<file path="src/rtl/uart_rx_frame_controller_if.sv">
// Consumer-side bundle of the UART receive controller: serial line, handshake, payload and status.
// oErrCount exists only when UART_RX_ERR_COUNT_EN is defined.
interface uart_rx_frame_controller_if #(
    parameter int DATA_BITS = 8
);
    logic                 iRx;
    logic                 iReady;
    logic [DATA_BITS-1:0] oData;
    logic                 oValid;
    logic                 oParityError;
    logic                 oFramingError;
    logic                 oOverrun;
    logic                 oBusy;
`ifdef UART_RX_ERR_COUNT_EN
    logic [7:0]           oErrCount;
`endif

    modport slave (
        input  iRx, iReady,
`ifdef UART_RX_ERR_COUNT_EN
        output oErrCount,
`endif
        output oData, oValid, oParityError, oFramingError, oOverrun, oBusy
    );

    modport master (
        output iRx, iReady,
`ifdef UART_RX_ERR_COUNT_EN
        input  oErrCount,
`endif
        input  oData, oValid, oParityError, oFramingError, oOverrun, oBusy
    );
endinterface

</file>
<file path="src/rtl/uart_rx_frame_controller.sv">
// Oversampling UART receiver (start, DATA_BITS LSB first, even parity, stop) with valid/ready output.
// Optional macro UART_RX_ERR_COUNT_EN adds an 8-bit saturating count of errored frames.
//
// state  | meaning
// IDLE   | waiting for a falling edge on the synchronized line
// START  | confirming the start bit at mid-bit
// DATA   | sampling payload bits, LSB first
// PARITY | sampling the even-parity bit
// STOP   | sampling the stop bit
// LOAD   | parity check enabled, output registers load

module EvenParityCheck #(
    parameter int WORD_LENGTH = 10
) (
    input  logic                   iEnable,
    input  logic [WORD_LENGTH-1:0] iWord,
    output logic                   oParityError
);
    // MSB carries the stop bit, which is not covered by parity
    logic unused_stop;
    assign unused_stop  = iWord[WORD_LENGTH-1];
    assign oParityError = iEnable & (^iWord[WORD_LENGTH-2:0]);
endmodule

module uart_rx_frame_controller #(
    parameter int DATA_BITS    = 8,
    parameter int CLKS_PER_BIT = 16
) (
    input  logic                         iClk,
    input  logic                         iReset,
    uart_rx_frame_controller_if.slave    bus
);
    localparam int TICK_W  = $clog2(CLKS_PER_BIT);
    localparam int BIT_W   = $clog2(DATA_BITS + 1);
    localparam int FRAME_W = DATA_BITS + 2;
    localparam logic [TICK_W-1:0] TICK_HALF = TICK_W'(CLKS_PER_BIT / 2 - 1);
    localparam logic [TICK_W-1:0] TICK_LAST = TICK_W'(CLKS_PER_BIT - 1);
    localparam logic [BIT_W-1:0]  BIT_LAST  = BIT_W'(DATA_BITS - 1);

    typedef enum logic [2:0] {S_IDLE, S_START, S_DATA, S_PARITY, S_STOP, S_LOAD} state_t;

    state_t               state_q, state_d;
    logic                 sync_q, rx_s_q, rx_last_q;
    logic [TICK_W-1:0]    tick_q, tick_d, tick_adv;
    logic [BIT_W-1:0]     bit_q, bit_d;
    logic [FRAME_W-1:0]   frame_q, frame_d;
    logic [DATA_BITS-1:0] data_q, data_d;
    logic                 valid_q, valid_d;
    logic                 perr_q, perr_d;
    logic                 ferr_q, ferr_d;
    logic                 ovr_q, ovr_d;
    logic                 chk_en, parity_err;

    EvenParityCheck #(.WORD_LENGTH(FRAME_W)) u_parity (
        .iEnable      (chk_en),
        .iWord        (frame_q),
        .oParityError (parity_err)
    );

    always_ff @(posedge iClk) begin
        if (iReset) begin
            sync_q    <= 1'b1;
            rx_s_q    <= 1'b1;
            rx_last_q <= 1'b1;
            state_q   <= S_IDLE;
            tick_q    <= '0;
            bit_q     <= '0;
            frame_q   <= '0;
            data_q    <= '0;
            valid_q   <= 1'b0;
            perr_q    <= 1'b0;
            ferr_q    <= 1'b0;
            ovr_q     <= 1'b0;
        end else begin
            sync_q    <= bus.iRx;
            rx_s_q    <= sync_q;
            rx_last_q <= rx_s_q;
            state_q   <= state_d;
            tick_q    <= tick_d;
            bit_q     <= bit_d;
            frame_q   <= frame_d;
            data_q    <= data_d;
            valid_q   <= valid_d;
            perr_q    <= perr_d;
            ferr_q    <= ferr_d;
            ovr_q     <= ovr_d;
        end
    end

    assign tick_adv = (tick_q == TICK_LAST) ? '0 : tick_q + 1'b1;

    always_comb begin
        state_d = state_q;
        tick_d  = tick_q;
        bit_d   = bit_q;
        frame_d = frame_q;
        chk_en  = 1'b0;
        case (state_q)
            S_IDLE: begin
                if (rx_last_q && !rx_s_q) begin
                    state_d = S_START;
                    tick_d  = '0;
                end
            end
            S_START: begin
                tick_d = tick_adv;
                if (tick_q == TICK_HALF) begin
                    tick_d  = '0;
                    bit_d   = '0;
                    state_d = rx_s_q ? S_IDLE : S_DATA;
                end
            end
            S_DATA: begin
                tick_d = tick_adv;
                if (tick_q == TICK_LAST) begin
                    // shifting right leaves bit 0 of the payload in frame[1] after the last sample
                    frame_d[DATA_BITS:1] = {rx_s_q, frame_q[DATA_BITS:2]};
                    bit_d = bit_q + 1'b1;
                    if (bit_q == BIT_LAST) state_d = S_PARITY;
                end
            end
            S_PARITY: begin
                tick_d = tick_adv;
                if (tick_q == TICK_LAST) begin
                    frame_d[0] = rx_s_q;
                    state_d    = S_STOP;
                end
            end
            S_STOP: begin
                tick_d = tick_adv;
                if (tick_q == TICK_LAST) begin
                    frame_d[DATA_BITS+1] = rx_s_q;
                    state_d              = S_LOAD;
                end
            end
            S_LOAD: begin
                chk_en  = 1'b1;
                state_d = S_IDLE;
            end
            default: state_d = S_IDLE;
        endcase
    end

    always_comb begin
        data_d  = data_q;
        valid_d = valid_q;
        perr_d  = perr_q;
        ferr_d  = ferr_q;
        ovr_d   = ovr_q;
        if (chk_en) begin
            data_d  = frame_q[DATA_BITS:1];
            perr_d  = parity_err;
            ferr_d  = ~frame_q[DATA_BITS+1];
            valid_d = 1'b1;
            ovr_d   = valid_q & ~bus.iReady;
        end else if (valid_q && bus.iReady) begin
            valid_d = 1'b0;
            ovr_d   = 1'b0;
        end
    end

`ifdef UART_RX_ERR_COUNT_EN
    logic [7:0] err_cnt_q, err_cnt_d;

    always_comb begin
        err_cnt_d = err_cnt_q;
        if (chk_en && (parity_err || !frame_q[DATA_BITS+1]) && err_cnt_q != 8'hFF)
            err_cnt_d = err_cnt_q + 8'd1;
    end

    always_ff @(posedge iClk) begin
        if (iReset) err_cnt_q <= '0;
        else        err_cnt_q <= err_cnt_d;
    end

    assign bus.oErrCount = err_cnt_q;
`endif

    assign bus.oData         = data_q;
    assign bus.oValid        = valid_q;
    assign bus.oParityError  = perr_q;
    assign bus.oFramingError = ferr_q;
    assign bus.oOverrun      = ovr_q;
    assign bus.oBusy         = (state_q != S_IDLE);
endmodule
</file>
<file path="src/flat_wrapper.sv">
// flat-port wrapper written by rule: the top's interface ports become plain ports
module uart_rx_frame_controller_flat 
#(
    parameter int DATA_BITS    = 8,
    parameter int CLKS_PER_BIT = 16
)
  (iClk, iReset, bus_iRx, bus_iReady, bus_oData, bus_oValid, bus_oParityError, bus_oFramingError, bus_oOverrun, bus_oBusy);
  uart_rx_frame_controller_if #(.DATA_BITS(DATA_BITS)) bus_i ();
  input  logic iClk;
  input  logic iReset;
  input wire logic [$bits(bus_i.iRx)-1:0] bus_iRx;
  input wire logic [$bits(bus_i.iReady)-1:0] bus_iReady;
  output wire logic [$bits(bus_i.oData)-1:0] bus_oData;
  output wire logic [$bits(bus_i.oValid)-1:0] bus_oValid;
  output wire logic [$bits(bus_i.oParityError)-1:0] bus_oParityError;
  output wire logic [$bits(bus_i.oFramingError)-1:0] bus_oFramingError;
  output wire logic [$bits(bus_i.oOverrun)-1:0] bus_oOverrun;
  output wire logic [$bits(bus_i.oBusy)-1:0] bus_oBusy;
  assign bus_i.iRx = bus_iRx;
  assign bus_i.iReady = bus_iReady;
  assign bus_oData = bus_i.oData;
  assign bus_oValid = bus_i.oValid;
  assign bus_oParityError = bus_i.oParityError;
  assign bus_oFramingError = bus_i.oFramingError;
  assign bus_oOverrun = bus_i.oOverrun;
  assign bus_oBusy = bus_i.oBusy;
  uart_rx_frame_controller #(.DATA_BITS(DATA_BITS), .CLKS_PER_BIT(CLKS_PER_BIT)) u_core (.iClk(iClk), .iReset(iReset), .bus(bus_i));
endmodule
</file>
<file path="config.mk">
export PLATFORM = sky130hd
export DESIGN_NAME = uart_rx_frame_controller_flat
export DESIGN_NICKNAME = d
export VERILOG_FILES = /design/src/rtl/uart_rx_frame_controller_if.sv /design/src/rtl/uart_rx_frame_controller.sv /design/src/flat_wrapper.sv
export SDC_FILE = /design/constraint.sdc
export NUM_CORES = 1
export LEC_CHECK = 0
export CORE_ASPECT_RATIO = 0.5
export CORE_MARGIN = 2
export CORE_UTILIZATION = 51
export CTS_BUF_LIST = sky130_fd_sc_hd__clkbuf_8
export CTS_CLUSTER_DIAMETER = 60
export DETAILED_ROUTE_END_ITERATION = 8
export PLACE_DENSITY = 0.73
export SETUP_SLACK_MARGIN = 0.02
export SLEW_MARGIN = 20
export SYNTH_ARGS = -nofsm -noshare
export SYNTH_HDL_FRONTEND = slang
export SYNTH_SLANG_ARGS = --single-unit
</file>
<file path="constraint.sdc">
create_clock -name iClk -period 1.54 [get_ports iClk]
set_input_delay 0.308 -clock iClk [delete_from_list [all_inputs] [get_ports iClk]]
set_output_delay 0.308 -clock iClk [all_outputs]
set_load 0.1 [all_outputs]
</file>
==> impl_metrics.prom <==
# TYPE chip_impl_metric gauge
chip_impl_info{name="result_of_the_run",value="finished clean"} 1
chip_impl_metric{name="synth_warnings",unit=""} 0
chip_impl_metric{name="synth_enable_flop_cells",unit=""} 0
chip_impl_metric{name="place_hpwl",unit="mm"} 2.45
chip_impl_metric{name="wirelength",unit="mm"} 3.63
chip_impl_metric{name="grt_antenna_before_repair",unit=""} 0
chip_impl_metric{name="num_io_pins",unit=""} 17
chip_impl_metric{name="hold-worst-slack",unit="ns"} 0.409
chip_impl_metric{name="width_of_the_die",unit="um"} 84.7
chip_impl_metric{name="drv.max_cap_violation_count",unit=""} 0
chip_impl_metric{name="die_h",unit="um"} 44.3
chip_impl_metric{name="yosys_register_bits",unit=""} 36
chip_impl_metric{name="inserted_clock_buffers",unit=""} 5
chip_impl_metric{name="area_of_the_die",unit="um^2"} 3760
chip_impl_metric{name="tightestPinTransition",unit="ns"} 0.377
chip_impl_metric{name="final_design_area_no_fill",unit="um^2"} 2240
chip_impl_info{name="timing_worst_setup_path_type",value="flop to output pin"} 1
chip_impl_info{name="cts_tree",value="built"} 1
chip_impl_metric{name="core_area",unit="um^2"} 3050
chip_impl_metric{name="syn-num-nets",unit=""} 202
chip_impl_metric{name="reg2reg_slack",unit="ns"} 0.03
chip_impl_metric{name="syn-cell-area",unit="um^2"} 1660
chip_impl_metric{name="pre_cts_ws",unit="ns"} 0.00738
chip_impl_metric{name="synth_simple_gate_area_share",unit="%"} 26.8
chip_impl_metric{name="clock_sinks",unit=""} 36
chip_impl_metric{name="detail_route.drc_violations",unit=""} 0
chip_impl_metric{name="synth_adder_area_share",unit="%"} 1.51
chip_impl_metric{name="detail_route.vias_per_cell",unit=""} 5.45
chip_impl_metric{name="placedInstanceArea",unit="um^2"} 2030
chip_impl_metric{name="report.final.slew_viol_count",unit=""} 0
chip_impl_info{name="clock-root-buffer",value="clkbuf_8"} 1
chip_impl_info{name="reg2reg_end",value="u_core.bit_q[2]"} 1
chip_impl_metric{name="initial_utilization",unit="%"} 54.5
chip_impl_metric{name="postSynthCellCount",unit=""} 196
chip_impl_info{name="synth-main-ff-cell",value="dfxtp_1"} 1
chip_impl_info{name="rsz_0062_raised_after_global_routing",value="yes"} 1
chip_impl_metric{name="hold-path-cell-count",unit=""} 1
chip_impl_info{name="hp-start",value="u_core.sync_q"} 1
chip_impl_metric{name="maximum_number_of_pins_on_one_net_before_global_route_repair",unit=""} 17
chip_impl_metric{name="total_negative_slack_for_setup_checks",unit="ns"} 0
chip_impl_info{name="launch_instance_of_the_worst_register_to_register_path",value="u_core.state_q[1]"} 1
chip_impl_metric{name="synth.mux.area_fraction",unit="%"} 1.81
chip_impl_metric{name="dr_total_vias",unit=""} 1454
chip_impl_metric{name="maxSlewHeadroom",unit="%"} 74.2
chip_impl_metric{name="antenna_left",unit=""} 0
chip_impl_metric{name="reg2regPathDepth",unit=""} 5
chip_impl_metric{name="timing.final.crit_period",unit="ns"} 1.54
chip_impl_metric{name="synth-xor-area-share",unit="%"} 3.99
chip_impl_metric{name="clock_tree.htree_level_count",unit=""} 2
chip_impl_metric{name="route.detailed.wl_per_inst",unit="um"} 13.6
chip_impl_metric{name="post_synth.cell_area_avg",unit="um^2"} 8.47
chip_impl_metric{name="grt_pass1_vias",unit=""} 1336
chip_impl_metric{name="ir_worst_vdd",unit="V"} 0.000476
chip_impl_metric{name="fmaxAchievable",unit="MHz"} 650
chip_impl_metric{name="post-route-period-util",unit="%"} 99.8
chip_impl_metric{name="cp.required",unit="ns"} 1.23
chip_impl_metric{name="power.density_cell_area",unit="nW/um^2"} 820
chip_impl_metric{name="track_usage",unit="%"} 20.8
chip_impl_metric{name="number_of_antenna_cells_inserted",unit=""} 0
chip_impl_metric{name="port_buffers",unit=""} 16
chip_impl_metric{name="row_count",unit=""} 14
chip_impl_metric{name="detail_route.first_pass.iterations",unit=""} 5
chip_impl_metric{name="async_flop_share",unit="%"} 0
chip_impl_metric{name="finalHoldViolations",unit=""} 0
chip_impl_info{name="cp-end-kind",value="output pin"} 1
chip_impl_metric{name="drive_above_1_share",unit="%"} 27.8
chip_impl_metric{name="final_nets",unit=""} 232
chip_impl_metric{name="clkSlewWorstSetupHoldPaths",unit="ns"} 0.07
chip_impl_metric{name="worst_ep_arrival_time",unit="ns"} 1.23
chip_impl_metric{name="post_synth_num_cell_types",unit=""} 45
chip_impl_metric{name="clock_latency",unit="ns"} 0.29
chip_impl_metric{name="clockBufferDepth",unit=""} 2
chip_impl_metric{name="grt_remaining_overflow",unit=""} 0
chip_impl_metric{name="share_of_the_synthesized_area_in_compound_gates_ao_oa_aoi_oai",unit="%"} 17.7
chip_impl_metric{name="drtIter0Drc",unit=""} 55
chip_impl_metric{name="power.leakage",unit="uW"} 0.000816
chip_impl_info{name="most_used_cells_in_the_layout_excluding_fill_and_tap_cells",value="nand2_1, dfxtp_1, a21oi_1"} 1
chip_impl_metric{name="wire_length_of_the_first_global_routing_pass",unit="mm"} 6.09
chip_impl_metric{name="area_growth",unit="%"} 35.2
chip_impl_metric{name="path_max_fanout",unit=""} 3
chip_impl_info{name="worstHoldEndpoint",value="u_core.rx_s_q"} 1
chip_impl_metric{name="fillCellCount",unit=""} 227
chip_impl_info{name="hold_path.class",value="flop to flop"} 1
chip_impl_info{name="start_kind",value="flop"} 1
chip_impl_info{name="layout.cells.most_common",value="nand2_1"} 1
chip_impl_metric{name="setup_ws_post_layout",unit="ns"} 0.00251
chip_impl_metric{name="postCtsHoldBufs",unit=""} 0
chip_impl_metric{name="place_congestion",unit=""} 0.843
chip_impl_metric{name="postLayoutCoreUtil",unit="%"} 73.6
chip_impl_info{name="synth_top_family_by_area",value="simple AND/OR/NAND/NOR gates"} 1
chip_impl_metric{name="synth.yosys.seq_area_share",unit="%"} 43.4
chip_impl_metric{name="final-setup-viol-count",unit=""} 0
chip_impl_metric{name="fin_skew",unit="ns"} 0.00232
-- repair_timing --
| item | in CTS | in global routing |
|---|---|---|
| setup endpoints to repair | 10 | 27 |
| pin swaps | 1 | 5 |
| gates resized for setup | 4 | 16 |
| buffers inserted | 4 | 1 |
| cloned | 0 | 0 |
-- cells in the mapped netlist (2+ instances only) --
library cell / n / area, um^2
mux2i_1: 3 / 30.0
o21ai_0: 3 / 15.0
inv_1: 2 / 7.51
xnor2_1: 3 / 26.3
buf_6: 2 / 22.5
nand3b_1: 5 / 37.5
nor2b_1: 2 / 12.5
clkbuf_1: 3 / 11.3
o21ai_1: 2 / 10.0
nand4_1: 2 / 12.5
nand2b_1: 2 / 12.5
dfxtp_1: 36 / 721
a2111oi_0: 2 / 17.5
o21a_1: 2 / 15.0
buf_4: 2 / 15.0
nor3_1: 2 / 10.0
ha_1: 2 / 25.0
or2_2: 3 / 18.8
nand3_1: 5 / 25.0
or3b_1: 2 / 17.5
nor2_1: 13 / 48.8
o211a_1: 2 / 20.0
nand2_1: 44 / 165
a211oi_1: 2 / 15.0
buf_2: 4 / 20.0
xor2_1: 2 / 17.5
a21oi_1: 26 / 130
-- how the worst max path moves through the flow --
stage / from / slack (ns) / to / cells after the start
floorplan: u_core.bus.oValid / 0.07 / u_core.bus.oOverrun / 2
global placement: u_core.tick_q[0] / 0.1 / u_core.state_q[1] / 5
detailed placement: u_core.tick_q[0] / 0.007 / u_core.frame_q[8] / 6
CTS: u_core.tick_q[0] / -0.009 / u_core.frame_q[3] / 6
global route: u_core.state_q[2] / -0.02 / bus_oBusy / 2
finish: u_core.state_q[1] / 0.003 / bus_oBusy / 2
-- sequential cells by signal, indices dropped and copies added (netlist names) --
register and count:
u_core.bit_q 4, u_core.bus.oData 8, u_core.bus.oFramingError 1, u_core.bus.oOverrun 1, u_core.bus.oParityError 1, u_core.bus.oValid 1, u_core.frame_q 10, u_core.rx_last_q 1
u_core.rx_s_q 1, u_core.state_q 3, u_core.sync_q 1, u_core.tick_q 4
-- critical path, cell delays in order, from the launching register on --
cell and delay [ns]:
dfxtp_4 0.35, or3_4 0.41, buf_12 0.18
-- final cells by class --
| type | count | area (um^2) | area share (%) |
|---|---|---|---|
| multi-input cells | 146 | 913 | 40.7 |
| flip-flops and latches | 36 | 729 | 32.5 |
| repair buffers | 35 | 437 | 19.5 |
| clock buffers | 5 | 68.8 | 3.07 |
| well taps | 40 | 50.0 | 2.23 |
| clock inverters | 3 | 38.8 | 1.73 |
| inverters | 2 | 7.51 | 0.334 |
-- logic make-up after synthesis --
group / after synthesis
AO/OA/AOI/OAI: 46
XOR/XNOR: 6
adder cells (fa/ha/maj): 2
buffers and inverters: 14
flip-flops: 36
multiplexers: 3
AND/OR/NAND/NOR: 89
-- power by group --
| group | leakage [uW] | total [uW] | switching (uW) | internal [uW] |
|---|---|---|---|---|
| clock | 0.0000593 | 801 | 327 | 473 |
| sequential | 0.000293 | 944 | 8.29 | 936 |
| combinational | 0.000463 | 95.0 | 51.4 | 43.6 |
-- through the flow --
step	std cells	total power, uW
3_3_place_gp	254	1050
4_1_cts	266	1850
5_1_grt	267	1910
6_report	267	1840
3_5_place_dp	254	1050
2_1_floorplan	196	1030
-- routing by layer --
layer  global-route usage, %  wire length, um  up-vias
li1                        -                -      736
met2                    36.2             1730       37
met4                    6.67               81        0
met5                       0                0        -
met1                    26.1             1640      670
met3                    5.41              175       11
Note: power is estimated with default switching activity, not from simulation.
